`src/rtl/reg_dump_reader.sv`:
```
// reg_dump_reader: streams registers FIRST_REG..LAST_REG as valid/ready beats; define REG_DUMP_CHECKSUM_EN to add the csum XOR output
module reg_dump_reader #(
  parameter int FIRST_REG = 0,
  parameter int LAST_REG  = 31
) (
  input  logic        CLK,
  input  logic        RST,
  input  logic        start,
  output logic [4:0]  rdAddr,
  input  logic [63:0] rdData,
  output logic [63:0] outData,
  output logic [4:0]  outIndex,
  output logic        outValid,
  input  logic        outReady,
  output logic        busy,
  output logic        done
`ifdef REG_DUMP_CHECKSUM_EN
  ,
  output logic [63:0] csum
`endif
);
  typedef enum logic [1:0] {IDLE, LOAD, SEND} state_t;
  state_t      state_q, state_d;
  logic [4:0]  idx_q, idx_d, out_index_q, out_index_d;
  logic [63:0] out_data_q, out_data_d;
  logic        out_valid_q, out_valid_d, done_q, done_d, go, xfer, last;
  always_comb begin
    go          = state_q == IDLE && start;
    xfer        = state_q == SEND && out_valid_q && outReady;
    last        = idx_q == 5'(LAST_REG);
    state_d     = go ? LOAD : state_q == LOAD ? SEND : xfer ? (last ? IDLE : LOAD) : state_q;
    idx_d       = go ? 5'(FIRST_REG) : (xfer && !last) ? idx_q + 5'd1 : idx_q;
    out_data_d  = state_q == LOAD ? rdData : out_data_q;
    out_index_d = state_q == LOAD ? idx_q : out_index_q;
    out_valid_d = state_q == LOAD ? 1'b1 : xfer ? 1'b0 : out_valid_q;
    done_d      = xfer && last;
  end
  always_ff @(posedge CLK) begin
    if (RST) begin
      state_q     <= IDLE;
      idx_q       <= 5'(FIRST_REG);
      out_data_q  <= '0;
      out_index_q <= '0;
      out_valid_q <= 1'b0;
      done_q      <= 1'b0;
    end else begin
      state_q     <= state_d;
      idx_q       <= idx_d;
      out_data_q  <= out_data_d;
      out_index_q <= out_index_d;
      out_valid_q <= out_valid_d;
      done_q      <= done_d;
    end
  end
`ifdef REG_DUMP_CHECKSUM_EN
  logic [63:0] csum_q, csum_d;
  always_comb csum_d = go ? '0 : xfer ? csum_q ^ out_data_q : csum_q;
  always_ff @(posedge CLK) csum_q <= RST ? '0 : csum_d;
  assign csum = csum_q;
`endif
  assign rdAddr   = idx_q;
  assign outData  = out_data_q;
  assign outIndex = out_index_q;
  assign outValid = out_valid_q;
  assign busy     = state_q != IDLE;
  assign done     = done_q;
endmodule

```
`config.mk`:
```
export PLATFORM = sky130hd
export DESIGN_NAME = reg_dump_reader
export DESIGN_NICKNAME = d
export VERILOG_FILES = /design/src/rtl/reg_dump_reader.sv
export SDC_FILE = /design/constraint.sdc
export NUM_CORES = 1
export LEC_CHECK = 0
export ABC_AREA = 1
export BUFFER_PORTS_ARGS = -buffer_cell sky130_fd_sc_hd__buf_4
export CELL_PAD_IN_SITES_DETAIL_PLACEMENT = 1
export CELL_PAD_IN_SITES_GLOBAL_PLACEMENT = 1
export CORE_MARGIN = 2
export CORE_UTILIZATION = 31
export DETAILED_ROUTE_END_ITERATION = 16
export HOLD_SLACK_MARGIN = 0.02
export PLACE_DENSITY = 0.86
export SLEW_MARGIN = 20
export SYNTH_ARGS = -nofsm -noshare
export SYNTH_HDL_FRONTEND = slang
export SYNTH_SLANG_ARGS = --single-unit
```
`constraint.sdc`:
```
create_clock -name CLK -period 1.6 [get_ports CLK]
set_input_delay 0.48 -clock CLK [delete_from_list [all_inputs] [get_ports CLK]]
set_output_delay 0.48 -clock CLK [all_outputs]
set_load 0.005 [all_outputs]
```
[Yosys cells after proc, flatten, opt, wreduce, memory -nomap -nowiden]
Cells that the tools add are included.
Cells by class
  $lt $le $gt $ge: 0
  divide/modulo/power cells: 0
  muxes and demuxes: 6
  reductions and logical operators: 11
  equality and inequality tests: 3
  $add $sub $neg: 1
  bitwise gates (word level): 0
  multipliers: 0
  shifts and indexed selects: 0
Operators by type and width (count)
  $add 5x1->5 const B: 1
  $eq 5x5->1 const B: 1
  $logic_and 1x1->1: 5
  $mux 1: 4
  $mux 2: 2
  $reduce_bool 2->1: 2
  $reduce_bool 3->1: 1
  $eq 2x1->1 const B: 1
  $eq 2x2->1 const B: 1
  $logic_not 2->1: 1
  $reduce_or 2->1: 1
  $logic_not 1->1: 1
Word-level totals
  bits in latches: 0
  output and inout port bits: 77
  memory bits (read-only): 0
  memory bits (writable): 0
  memories: 0
  bits in registers: 78

[Depth between registers and ports, before layout]
  word-level depth: 6
  gate-level depth with buffers: 9
  gate-level depth less buffers: 9

[Worst setup path after synthesis]
No wires, ideal clock.
  path kind: register to register
  from: reg idx_q[0] (netlist: rdAddr[0])
  to: reg state_q[0]
  arrival: 1.255 ns
  stages on the path, launching flop included: 10
  slack: 0.229 ns
  setup time: 0.116 ns
  clock period less this slack: 1.371 ns
  cells stage by stage: dfxtp_1 ha_1 inv_1 nor3_1 ha_1 inv_1 nand2_1 nand2_1 nand2_1 a21oi_1
Between the ends
  word-level cells in the longest chain between the ends: 5
RTL lines
  from (decl): line 24  | logic [4:0] idx_q, idx_d, out_index_q, out_index_d;
  from (signal assigned): line 41  | idx_q <= 5'(FIRST_REG);
  from (signal assigned): line 48  | idx_q <= idx_d;
  $eq 5x5->1: line 30  | last = idx_q == 5'(LAST_REG);
  $mux 1: line 31  | state_d = go ? LOAD : state_q == LOAD ? SEND : xfer ? (last ? IDLE : LOAD) : state_q;
  $mux 2 (2 in a row): line 31
  $mux 1: line 31
  to (signal assigned): line 47  | state_q <= state_d;
  to (decl): line 23  | state_t state_q, state_d;
Every way passes these cells. The select of a mux whose other input is x is not followed.
A chain may end at the register's enable or synchronous reset.

[Worst setup path in the final report]
  from: reg state_q[0]
  to: out busy
Between the ends
  word-level cells in the longest chain between the ends: 1
RTL lines
  $reduce_bool 2->1: line 65  | assign busy = state_q != IDLE;
  to (decl): line 15  | output logic busy,
Every way passes these cells.

==> impl_metrics.env <==
export IMPL_drt_initial_drc_count=50
export IMPL_routedWlPerCell_um=14.2
export IMPL_num_fill_cells=1112
export IMPL_synth_xor_area_frac=0
export IMPL_ioPinCount=145
export IMPL_port_buffers=144
export IMPL_rows=34
export IMPL_fin_skew_ps=10.6
export IMPL_post_synth_main_area_contributors="dfxtp_1 55%, nor2_1 18%, o21ai_0 10%"
export IMPL_r2r_end="outIndex[2]"
export IMPL_leakage_uw=0.00190
export IMPL_gp_congestion=0.800
export IMPL_post_place_ws_ps=71.8
export IMPL_synth_seq_cells=78
export IMPL_reg2regPathDepth=4
export IMPL_synthAdderAreaFrac=0.00884
export IMPL_p_switching_uw=1440
export IMPL_wl_um=8670
export IMPL_vias_per_cell=4.66
export IMPL_cts_hold_buf=0
export IMPL_synthCells=360
export IMPL_power_frac_comb=0.247
export IMPL_synthesis_area_mm2=0.00283
export IMPL_cts_sinks=78
export IMPL_drc=0
export IMPL_synth_top_family_by_area="simple AND/OR/NAND/NOR gates"
export IMPL_cp_startpoint="state_q[0]"
export IMPL_setup_worst_path_end="busy"
export IMPL_max_slew_margin=0.514
export IMPL_cp_max_fo=5
export IMPL_ir_drop_mv=0.546
export IMPL_pwr_share_seq=0.487
export IMPL_min_period_ps=1560
export IMPL_cts_tree="yes"
export IMPL_worst_pin_slew_ps=729
export IMPL_rr_startpoint="state_q[0]"
export IMPL_grt_max_degree=72
export IMPL_synth_compound_area_frac=0.142
export IMPL_cts_max_path_buffers=2
export IMPL_synthTopCellsByCount="135 x nor2_1, 78 x dfxtp_1, 59 x o21ai_0"
export IMPL_antennaDiodeCount=0
export IMPL_yosysUniqueCellTypes=23
export IMPL_max_freq_mhz=643
export IMPL_sw_frac_of_total=0.299
export IMPL_track_usage=0.174
export IMPL_grt_pass1_vias=2920
export IMPL_antenna_found_initial=0
export IMPL_r2r_setup_slack_ps=90
export IMPL_min_path_type="in -> reg"
export IMPL_fin_ws_ps=43.8
export IMPL_area_growth_pct=47.3
export IMPL_p_clk_frac=0.266
export IMPL_clk_latency_ps=340
export IMPL_dpl_cell_area_mm2=0.00399
export IMPL_cts_root_buf="clkbuf_8"
export IMPL_synthMuxAreaShare=0
export IMPL_finalPower_uw=4820
export IMPL_worstPathArrival_ps=1080
export IMPL_firstDrtPassIters=4
export IMPL_syn_nets=430
export IMPL_async_reset_ff_frac=0
export IMPL_synthSimpleGateAreaFrac=0.237
export IMPL_coreArea_mm2=0.00881
export IMPL_critPathCaptureType="output port"
export IMPL_postRouteAntennaNets=0
export IMPL_nNetsFinal=569
export IMPL_initial_core_util=0.322
export IMPL_fin_setup_tns_ps=0
export IMPL_numCtsBuffers=9
export IMPL_rsz0062_at_grt="no"
export IMPL_synth_edf_count=0
export IMPL_yosys_warnings=0
export IMPL_whs_path_depth=2
export IMPL_clk_pin_slew_ps=80
export IMPL_hpwl_um=6240
export IMPL_yosys_area_top_type="dfxtp_1"
export IMPL_die_x_um=99.6
export IMPL_die_area_mm2=0.00991
export IMPL_die_y_um=99.6
export IMPL_synth_avg_cell_area_um2=7.87
export IMPL_worstSetupStartpointType="flop"
export IMPL_grt_pass1_wl_um=13900
export IMPL_hold_viol=0
export IMPL_synth_most_common_cell="nor2_1"
export IMPL_htreeDepth=3
export IMPL_fin_crit_sh=0.973
export IMPL_power_density_mw_per_mm2=1160
export IMPL_hold_start="RST"
export IMPL_slew_violations=0
export IMPL_required_ps=1120
export IMPL_crit_chain="nor2_2 -> inv_1 -> buf_4"
export IMPL_path_class="reg -> out"
export IMPL_synth_ff_type="dfxtp_1"
export IMPL_drive_gt1_frac=0.347
export IMPL_final_area_mm2=0.00417
export IMPL_yosysSeqAreaShare=0.551
export IMPL_maxCapViolations=0
export IMPL_setup_viol=0
export IMPL_status="finished, final reports clean"
export IMPL_p_int_uw=3380
export IMPL_critPathMaxStageDelay_ps=380
export IMPL_grt_overflow_total=0
export IMPL_yosys_area_top_type_share=0.551
export IMPL_vias=2854
export IMPL_critPathSlowestCell="dfxtp_1"
cell families after synthesis:
group,Yosys count
AO/OA/AOI/OAI,80
adder cells (fa/ha/maj),2
buffers and inverters,31
flip-flops,78
AND/OR/NAND/NOR,169
power groups by stage:
stage	logic, uW	clock network, uW	registers (uW)
after floorplan	561	0	2400
after global placement	1170	0	2380
after detailed placement	1210	0	2400
after CTS	1220	1350	2350
after global routing	1330	1420	2390
final	1190	1280	2350
through the flow:
step	hold WS, ps	instances	util
3_3_place_gp	467	596	0.453
3_5_place_dp	473	596	0.453
6_report	338	612	0.474
4_1_cts	314	612	0.473
5_1_grt	333	612	0.474
2_1_floorplan	477	360	-
cell usage in the layout (no fill, tap or decap), types with 3 or more instances in the layout:
cell        count
a21oi_1         9
buf_12          3
buf_4         146
clkbuf_8        9
clkinvlp_4      3
dfxtp_1        77
inv_1           6
inv_2           3
nand2_1        23
nor2_1        134
o21ai_0        59
o21ai_1        11
sequential cells by signal, summed over array words and instances (netlist names):
name,count
outIndex,5
done,1
state_q,2
outValid,1
rdAddr,5
outData,64
critical path: cells and delay by family, from the launching register on:
kind / cells / cell delay [ps]
DFF: 1 / 380
buffers and inverters: 2 / 190
and+or+nand+nor: 1 / 180
layout make-up:
type	instances	area [um^2]	share of cell area
tap	108	135	0.0324
sequential	78	1560	0.375
multi-input combinational	251	1110	0.266
inverter	10	40.0	0.00960
clock buffer	11	131	0.0315
clock inverter	5	36.3	0.00870
timing repair buffer	149	1160	0.277
per-layer routing:
layer,GRT usage,vias to the layer above,share of wire
met5,0,-,0
met4,0.0769,0,0.020
met3,0.0295,14,0.044
met2,0.316,78,0.52
met1,0.200,1331,0.41
li1,-,1431,-
worst min path at each step:
stage / to / slack [ps]
4_1_cts: outValid / 310
6_report: outValid / 340
5_1_grt: outValid / 330
2_1_floorplan: outData[53] / 480
3_3_place_gp: outIndex[0] / 470
3_5_place_dp: outData[55] / 470
timing repair:
| item | in CTS | in global routing |
|---|---|---|
| setup buffers | 0 | 0 |
| resized for setup | 1 | 4 |
| pin swaps | 0 | 1 |
| endpoints found under the setup margin | 1 | 6 |
Power figures use the tool's default switching activity.
